**config.mk**
```make
export PLATFORM = sky130hd
export DESIGN_NAME = bp_be_branch_resolver
export DESIGN_NICKNAME = d
export VERILOG_FILES = /design/src/rtl/bp_be_branch_resolver.sv
export SDC_FILE = /design/constraint.sdc
export NUM_CORES = 1
export LEC_CHECK = 0
export ABC_AREA = 1
export BUFFER_PORTS_ARGS = -buffer_cell sky130_fd_sc_hd__buf_2
export CAP_MARGIN = 25
export CORE_ASPECT_RATIO = 0.9
export CORE_MARGIN = 5
export CORE_UTILIZATION = 51
export DETAILED_ROUTE_END_ITERATION = 6
export MAX_ROUTING_LAYER = met4
export PLACE_DENSITY = 0.79
export SLEW_MARGIN = 20
export SYNTH_ARGS = -nofsm -noshare
export SYNTH_HDL_FRONTEND = slang
export SYNTH_SLANG_ARGS = --single-unit
```
**constraint.sdc**
```tcl
create_clock -name clk_i -period 2.95 [get_ports clk_i]
set_input_delay 0.59 -clock clk_i [delete_from_list [all_inputs] [get_ports clk_i]]
set_output_delay 0.59 -clock clk_i [all_outputs]
set_load 0.01 [all_outputs]
```
**src/rtl/bp_be_branch_resolver.sv**
```systemverilog
// ---------------------------------------------------------------------------
// bp_be_branch_resolver
//
// Backend branch resolver. Tracks the architecturally expected next PC from
// resolved instruction packets and checks it against the PC of every issued
// instruction. On a mismatch the wrong-path instruction is poisoned, a
// redirect is offered to the front end over valid/ready, and further issues
// are poisoned until the redirect target itself is issued.
//
// Optional feature macro: BP_BE_BRANCH_STATS_EN
//   defined   : saturating control-flow and mispredict counters
//   undefined : counter outputs tied to zero, no counter flops
//
// Ports
//   clk_i, reset_i            clock, synchronous active-high reset
//   flush_i                   exception/trap flush, aborts resolver state
//   br_v_i, br_branch_i,
//   br_btaken_i, br_npc_i     resolved instruction packet
//   issue_v_i, issue_pc_i     instruction issued this cycle
//   poison_o                  kill the instruction being issued this cycle
//   redirect_v_o/ready_i      redirect handshake to the FE command queue
//   redirect_npc_o,
//   redirect_branch_o,
//   redirect_btaken_o         redirect target and attributes
//   busy_o                    resolver not in the run state
//   mispredict_cnt_o,
//   branch_cnt_o              statistics counters (optional)
//
// Parameters
//   vaddr_width_p             virtual address width of the processor config
//   ctr_width_p               width of the statistics counters
// ---------------------------------------------------------------------------
module bp_be_branch_resolver
  #(parameter int vaddr_width_p = 39
  , parameter int ctr_width_p   = 32
  )
  (input  logic                     clk_i
  , input  logic                     reset_i
  , input  logic                     flush_i
  , input  logic                     br_v_i
  , input  logic                     br_branch_i
  , input  logic                     br_btaken_i
  , input  logic [vaddr_width_p-1:0] br_npc_i
  , input  logic                     issue_v_i
  , input  logic [vaddr_width_p-1:0] issue_pc_i
  , output logic                     poison_o
  , output logic                     redirect_v_o
  , input  logic                     redirect_ready_i
  , output logic [vaddr_width_p-1:0] redirect_npc_o
  , output logic                     redirect_branch_o
  , output logic                     redirect_btaken_o
  , output logic                     busy_o
  , output logic [ctr_width_p-1:0]   mispredict_cnt_o
  , output logic [ctr_width_p-1:0]   branch_cnt_o
  );

  typedef enum logic [1:0] {
    e_run      = 2'd0,
    e_redirect = 2'd1,
    e_drain    = 2'd2
  } state_e;

  state_e                   state_q;
  logic [vaddr_width_p-1:0] npc_q;
  logic                     npc_v_q;
  logic [vaddr_width_p-1:0] tgt_q;
  logic                     branch_q;
  logic                     btaken_q;
  logic                     last_branch_q;
  logic                     last_btaken_q;
  logic                     reset_q;

  logic                     quiet;
  logic                     exp_v;
  logic [vaddr_width_p-1:0] exp_npc;
  logic                     mispredict;
  logic                     drain_hit;
  logic                     redirect_v;
  logic                     handshake;

  // Outputs are held at zero during reset and for one cycle after it, so
  // no comparison is made in that window either.
  assign quiet   = reset_i | reset_q;

  // A packet in the same cycle as an issue is the one that issue is checked
  // against, so the incoming packet bypasses the stored expectation.
  assign exp_v   = br_v_i | npc_v_q;
  assign exp_npc = br_v_i ? br_npc_i : npc_q;

  assign mispredict = ~quiet & ~flush_i & (state_q == e_run)
                    & issue_v_i & exp_v & (issue_pc_i != exp_npc);
  assign drain_hit  = (state_q == e_drain) & issue_v_i & (issue_pc_i == tgt_q);

  // Flush kills a pending redirect in the same cycle so no handshake occurs.
  assign redirect_v = ~quiet & ~flush_i & (state_q == e_redirect);
  assign handshake  = redirect_v & redirect_ready_i;

  always_comb begin
    poison_o = 1'b0;
    if (quiet) begin
      poison_o = 1'b0;
    end else if (flush_i) begin
      poison_o = issue_v_i;
    end else begin
      case (state_q)
        e_run:      poison_o = mispredict;
        e_redirect: poison_o = issue_v_i;
        e_drain:    poison_o = issue_v_i & ~drain_hit;
        default:    poison_o = 1'b0;
      endcase
    end
  end

  assign redirect_v_o      = redirect_v;
  assign redirect_npc_o    = quiet ? '0 : tgt_q;
  assign redirect_branch_o = ~quiet & branch_q;
  assign redirect_btaken_o = ~quiet & btaken_q;
  assign busy_o            = ~quiet & (state_q != e_run);

  always_ff @(posedge clk_i) begin
    if (reset_i) begin
      state_q       <= e_run;
      npc_q         <= '0;
      npc_v_q       <= 1'b0;
      tgt_q         <= '0;
      branch_q      <= 1'b0;
      btaken_q      <= 1'b0;
      last_branch_q <= 1'b0;
      last_btaken_q <= 1'b0;
      reset_q       <= 1'b1;
    end else begin
      reset_q <= 1'b0;

      // Every resolved packet refreshes the expectation, whatever the state.
      if (br_v_i) begin
        npc_q         <= br_npc_i;
        npc_v_q       <= 1'b1;
        last_branch_q <= br_branch_i;
        last_btaken_q <= br_btaken_i;
      end

      if (flush_i) begin
        state_q <= e_run;
        npc_v_q <= 1'b0;
      end else begin
        case (state_q)
          e_run: begin
            if (mispredict) begin
              state_q  <= e_redirect;
              tgt_q    <= exp_npc;
              branch_q <= br_v_i ? br_branch_i : last_branch_q;
              btaken_q <= br_v_i ? br_btaken_i : last_btaken_q;
            end
          end
          e_redirect: begin
            if (handshake) state_q <= e_drain;
          end
          e_drain: begin
            if (drain_hit) state_q <= e_run;
          end
          default: state_q <= e_run;
        endcase
      end
    end
  end

`ifdef BP_BE_BRANCH_STATS_EN
  localparam logic [ctr_width_p-1:0] ctr_one = ctr_width_p'(1);

  logic [ctr_width_p-1:0] branch_cnt_q;
  logic [ctr_width_p-1:0] mispredict_cnt_q;

  // Counters saturate at all-ones and survive flushes; only reset clears them.
  always_ff @(posedge clk_i) begin
    if (reset_i) begin
      branch_cnt_q     <= '0;
      mispredict_cnt_q <= '0;
    end else begin
      if (br_v_i & br_branch_i & ~(&branch_cnt_q))
        branch_cnt_q <= branch_cnt_q + ctr_one;
      if (mispredict & ~(&mispredict_cnt_q))
        mispredict_cnt_q <= mispredict_cnt_q + ctr_one;
    end
  end

  assign branch_cnt_o     = quiet ? '0 : branch_cnt_q;
  assign mispredict_cnt_o = quiet ? '0 : mispredict_cnt_q;
`else
  assign branch_cnt_o     = '0;
  assign mispredict_cnt_o = '0;
`endif

endmodule

```
==> key figures, run 1 <==
Run status
  – Status: finished, final reports clean

Global route
  – Total grt overflow: 0
  – Met3 usage: slightly above 5%
  – Grt peak-use layer: met2
  – GR Util All Layers: 23.2%
  – Initial antenna violation count: 1
  – Vias in the first global route: around 5200
  – First-pass GRT wire length: 24.1 mm
  – Pin count of the biggest net entering global routing: 44
  – M2 GR Usage: a little under two fifths
  – Met1 Track Usage GR: 29.4%

STA
  – Slew headroom: 42.3%
  – Fmax: 362 MHz
  – Crit path time final: 2.76 ns
  – Clock skew: 0.0104 ns
  – Max Slew Vio Count: 0
  – Worst Max-Slew Pin Slew: 0.864 ns
  – Setup WS post-layout: 0.187 ns
  – Final Hold Fails: 0
  – Final Setup Violations: 0
  – Period utilization: 93.7%

Clocking
  – Clk Latency, worst-skew pair: 0.34 ns
  – Clk root buf: clkbuf_16
  – Hold-fix buffers at CTS: 0
  – CTS max path bufs: 2
  – CTS tree: done
  – H-tree depth: 3
  – Clock-pin slew on the worst setup and hold paths: 0.06 ns
  – Clk sinks: 86
  – TritonCTS buffer count: 9

Synth
  – Unique masters post-synth: 25
  – Sequential share of the synthesized area: roughly 30%
  – Post-synthesis cell count: 965
  – Area leader, netlist: dfxtp_1
  – Synth warnings: 0
  – FF+latch count, synth: 86
  – Syn Area/Cell: 5.89 um^2
  – Mapped Area: about 5700 um^2
  – Synth area leaders: dfxtp_1 30%, nand2_1 20%, nor2_1 13%, inv_1 9.0%, buf_4 8.7%
  – Synth top area share: 30.3%

Detailed routing
  – WL per Instance: 12.8 um
  – TritonRoute pass-1 iters: 5
  – DRC Markers: 0
  – Final wirelength: 15.9 mm
  – Post-route ant nets: 0
  – DRT iter0 DRCs: 399
  – Vias: 5815
  – Via density: 4.67

Setup path
  – Kind of end point of the critical path: primary output
  – Reg-to-Reg End: tgt_q[17]
  – Cells on worst reg2reg path: 12
  – Critical path type: in -> out
  – Required @ worst endpoint: approximately 2.4 ns
  – Reg2Reg Setup Slack: 0.74 ns
  – Startpoint Class: input port
  – Worst r2r src: npc_q[33]
  – CP arrival: 2.17 ns
  – Max Fanout on Critical Path: 9

Floorplan
  – Row count: 36
  – DIE WIDTH: 121 um
  – Core box area: 10900 um^2
  – Die Ht: 110 um
  – # IOs: 194
  – Starting Density: roughly 52%
  – Die area: 13400 um^2

Power and ir drop
  – Total power: 3.02 mW
  – Pwr per Cell Area: 452 nW/um^2
  – Peak VDD IR: between 0.2 and 0.3 mV
  – Leakage: 3.61 nW

Finish
  – Share of cells above drive strength 1: 16.4%
  – FF+latch area: 1720 um^2
  – Most frequent cells in the layout: 300 x nand2_1, 198 x nor2_1, 136 x inv_1
  – Area Overhead vs Synth: 17.6%
  – Commonest non-fill, non-tap cell in the layout: nand2_1
  – Fill cell count: 1055
  – Multi-input logic area: 3010 um^2
  – NumNets Final: 1172

Job
  – Maxcap violations: 0

Min path
  – Hold Crit Depth: 2
  – Hold Path Class: reg -> reg
  – Hold wc startpoint: branch_q
  – Hold endpoint: branch_q

Placement
  – Worst slack, placed: 0.0859 ns
  – Routability cong.: 0.855
  – Post-DP HPWL: 11.2 mm
  – I/O Buffers: 129
## cell usage after synthesis, drive strengths merged
cell type	number
clkinv	2
xor2	3
mux2i	2
nand4	2
a21oi	1
nor3	1
xnor2	26
buf	83
o21ai	9
dfxtp	86
or2	1
nand3	70
clkbuf	17
nor2	201
conb	1
inv	138
nand3b	9
o211ai	6
nand2	307
## per-layer routing
layer	up-vias	share of wire, %
met4	0	1.7
met1	2573	43
met3	25	8.8
met5	-	0
met2	252	46
li1	2965	-
## registers in the layout, summed over array words and instances (netlist names)
name / count
branch_q: 1
reset_q: 1
tgt_q: 39
last_btaken_q: 1
btaken_q: 1
last_branch_q: 1
npc_v_q: 1
state_q: 2
npc_q: 39
## how the worst max path moves through the flow
| stage | startpoint | depth (start not counted) | slack [ns] | end |
|---|---|---|---|---|
| after floorplan | br_v_i | 15 | 0.48 | poison_o |
| after global placement | br_v_i | 16 | 0.09 | poison_o |
| after detailed placement | br_v_i | 16 | 0.09 | poison_o |
| after CTS | br_v_i | 16 | 0.08 | poison_o |
| after global routing | br_v_i | 17 | -0.02 | poison_o |
| final | br_v_i | 16 | 0.19 | poison_o |
## worst max-delay path: stages
cell       delay (ns)
buf_6            0.15
inv_8            0.07
clkbuf_16        0.17
o21ai_2          0.14
inv_1            0.08
nand2_1          0.06
nand2_1          0.04
nor2_1           0.13
nand2_1          0.07
nor2_1           0.12
nand3_2          0.12
nand2_2          0.10
nand3_1          0.10
nand2_1          0.07
inv_1            0.03
buf_2            0.12
## cell type report
class	count	share of cell area, %
flip-flops and latches	86	25.8
diodes	1	0.0374
repair buffers	147	13.6
inverters	140	7.97
clock inverters	7	1.46
multi-input cells	702	45.0
well taps	152	2.85
clock buffers	9	3.37
## what timing repair did
action | CTS | global route
setup buffers | 0 | 2
endpoints found under the setup margin | 0 | 1
resized for setup | 0 | 23
## metrics by stage
stage               util, %  instances  hold slack [ns]  TNS (ns)  cell area [um^2]
finish                 61.6       1244            0.485         0              6680
floorplan                 -       1028            0.439         0              5920
global route           61.6       1244            0.525   -0.0169              6680
detailed placement     57.0       1221            0.465         0              6190
global placement       57.0       1221            0.462         0              6190
CTS                    60.0       1237            0.494         0              6510
## where the power goes
group	total [mW]	switching, mW	internal, mW	leakage [nW]
Combinational	0.548	0.346	0.202	2.75
Sequential	1.24	0.0240	1.21	0.705
Clock	1.24	0.492	0.745	0.152
## kinds of logic (layout without fill, tap and decap cells)
group	count (synthesis)	in the layout	share of synthesized area (%)
xor+xnor	29	29	4.47
buf+inv	240	303	21.6
flops	86	86	30.3
other cells	1	65	0.0660
compound gates	16	16	1.67
simple gates	591	591	41.6
mux	2	2	0.352
Note: power is estimated with default switching activity, not from simulation.
==> run 2: changes to the inputs <==
ABC_AREA = default   (was 1)
CORE_UTILIZATION = 49   (was 51)
==> run 2 against run 1 <==
- the run now ends with setup timing left
- clock power fell by 31%
- hold slack got worse by 0.013 ns
- via count shrank 26%
- sequential cell count did not move
- fmax down 6.6%
- largest cell class unchanged
- clock skew grew 0.0016 ns
- area after synthesis decreased by 16%
==> key figures, run 2 <==
Detailed routing
  – TritonRoute pass-1 iters: 5
  – Vias: ~4300
  – WL per Instance: 17.5 um
  – Final wirelength: 14.3 mm
  – DRC Markers: 0
  – DRT iter0 DRCs: 276
  – Via density: 5.24
  – Post-route ant nets: 0

STA
  – Period utilization: 100%
  – Setup WS post-layout: -0.00983 ns
  – RSZ-0062 raised after global routing: true
  – Fmax: ~340 MHz
  – Crit path time final: 2.96 ns
  – Slew headroom: 38.6%
  – Final Hold Fails: 0
  – Max Slew Vio Count: 0
  – Final Setup Violations: 1
  – Clock skew: 0.0120 ns
  – Worst Max-Slew Pin Slew: 0.921 ns

Floorplan
  – # IOs: 194
  – Core box area: around 9600 um^2
  – DIE WIDTH: 114 um
  – Die area: 11800 um^2
  – Starting Density: 49.7%
  – Die Ht: 103 um
  – Row count: 34

Power and ir drop
  – Pwr per Cell Area: roughly 430 nW/um^2
  – Leakage: 2.79 nW
  – Total power: around 2.6 mW
  – Peak VDD IR: 0.324 mV

Setup path
  – Max Fanout on Critical Path: 5
  – Critical path type: in -> out
  – Worst path most repeated cell: nand4_1
  – Startpoint Class: input port
  – Required @ worst endpoint: 2.36 ns
  – Slowest cell on the critical path: nor4_2
  – Kind of end point of the critical path: primary output
  – CP peak stage delay: 0.29 ns
  – CP Cell Sequence: buf_12 > buf_8 > buf_6 > mux2i_4 > xor2_1 > nand4_1 > nor4_2 > nand4_1 > nand2_2 > nand2_1 > buf_2
  – CP arrival: between 2 and 2.5 ns
  – Reg2Reg Setup Slack: ~0.4 ns

Finish
  – Area Overhead vs Synth: 29.4%
  – FF+latch area: around 1700 um^2
  – NumNets Final: 772
  – # diodes: 0
  – Most frequent cells in the layout: 128 x buf_2, 85 x dfxtp_1, 64 x conb_1
  – Multi-input logic area: 2820 um^2
  – Top Registers: npc_q (39), tgt_q (39), state_q (2)
  – Fill cell count: 780
  – Share of cells above drive strength 1: around 36%
  – Commonest non-fill, non-tap cell in the layout: buf_2

Synth
  – Post-synthesis cell count: 514
  – Top-count cell post-synth: dfxtp_1
  – Mapped Area: 4760 um^2
  – Sequential share of the synthesized area: 36.2%
  – Area leader, netlist: dfxtp_1
  – Main synth FF type: dfxtp_1
  – Unique masters post-synth: 31
  – Commonest cells post-synth: 86 x dfxtp_1, 66 x buf_4, 48 x xor2_1
  – Synth area leaders: dfxtp_1 36%, buf_4 10%, xor2_1 8.8%, mux2i_1 8.4%, a311oi_1 7.0%
  – Post-synth EDFFs: 0
  – Post-synthesis async set-or-reset flop share: 0%
  – Synth warnings: 0
  – FF+latch count, synth: 86
  – Synth top area share: 36.2%
  – Syn Area/Cell: slightly above 9 um^2

Placement
  – Post-DP HPWL: 10.3 mm
  – I/O Buffers: 129
  – Routability cong.: 0.918
  – Worst slack, placed: -0.192 ns

Clocking
  – Clk Latency, worst-skew pair: 0.36 ns
  – Clock-pin slew on the worst setup and hold paths: 0.08 ns
  – Clk sinks: 86
  – CTS tree: done
  – H-tree depth: 3
  – CTS max path bufs: 2
  – Clk root buf: clkbuf_8
  – Hold-fix buffers at CTS: 0
  – TritonCTS buffer count: 9

Min path
  – Hold Path Class: in -> reg

Global route
  – GR Util All Layers: 24.0%
  – First-pass GRT wire length: 21.3 mm
  – Pin count of the biggest net entering global routing: 87
  – Total grt overflow: 0
  – Initial antenna violation count: 0
  – Vias in the first global route: approximately 4200

Run status
  – Failing checks: setup timing
  – Status: finished with violations

Job
  – Maxcap violations: 0
[run 2: routing by layer]
metal	part of all wire, %	GRT usage, %	wire, um
met1	39	28.5	5600
met2	49	40.8	7080
met3	9.1	5.35	1310
met4	2.4	8.04	340
met5	0	-	0
[run 2: cell families (layout without fill, tap and decap cells)]
family	Yosys count	count (layout)	share of synthesized area, %
mux	43	43	9.18
simple gates	122	122	13.8
other cells	1	64	0.0788
flops	86	86	36.2
xor+xnor	78	78	14.4
buf+inv	100	214	14.1
compound gates	84	84	12.3
[run 2: power by group]
| part | leakage, nW | switching, mW | total, mW | internal, mW |
|---|---|---|---|---|
| registers | 0.704 | 0.0287 | 1.24 | 1.21 |
| logic | 1.99 | 0.297 | 0.551 | 0.255 |
| clock network | 0.0955 | 0.436 | 0.851 | 0.415 |
| total | 2.79 | 0.761 | 2.64 | 1.88 |
[run 2: cell type report]
type | instances | area share [%]
clock buffer | 11 | 2.30
tap | 126 | 2.56
multi-input combinational | 391 | 45.8
sequential | 86 | 28.0
timing repair buffer | 197 | 20.3
clock inverter | 5 | 0.955
inverter | 1 | 0.0610
[run 2: critical path, delay by kind of cell]
family,cells,cell delay [ns]
xor+xnor,1,0.21
buf+inv,4,0.51
mux,1,0.23
simple gates,5,0.83
[run 2: final timing paths]
check | startpoint | end | depth (start not counted)
worst max register to register | npc_q[31] | branch_q | 14
worst min-delay path | issue_v_i | state_q[1] | 2
worst min register to register | last_btaken_q | last_btaken_q | 2
worst max-delay path | br_v_i | poison_o | 11
[run 2: repair_timing]
action	in CTS	in global routing
setup endpoints to repair	1	3
cloned	1	0
buffers inserted	10	2
resized for setup	40	14
pin swaps	10	6
[run 2: stage by stage]
step / std cells / util (%) / area (um^2) / setup TNS (ns) / hold slack, ns
global route: 817 / 64.3 / 6150 / -0.139 / 0.470
floorplan: 577 / - / 4990 / 0 / 0.468
detailed placement: 790 / 58.4 / 5590 / -6.21 / 0.518
finish: 817 / 64.3 / 6150 / -0.00983 / 0.472
global placement: 790 / 58.4 / 5590 / -1.82 / 0.485
CTS: 816 / 63.5 / 6080 / 0 / 0.453
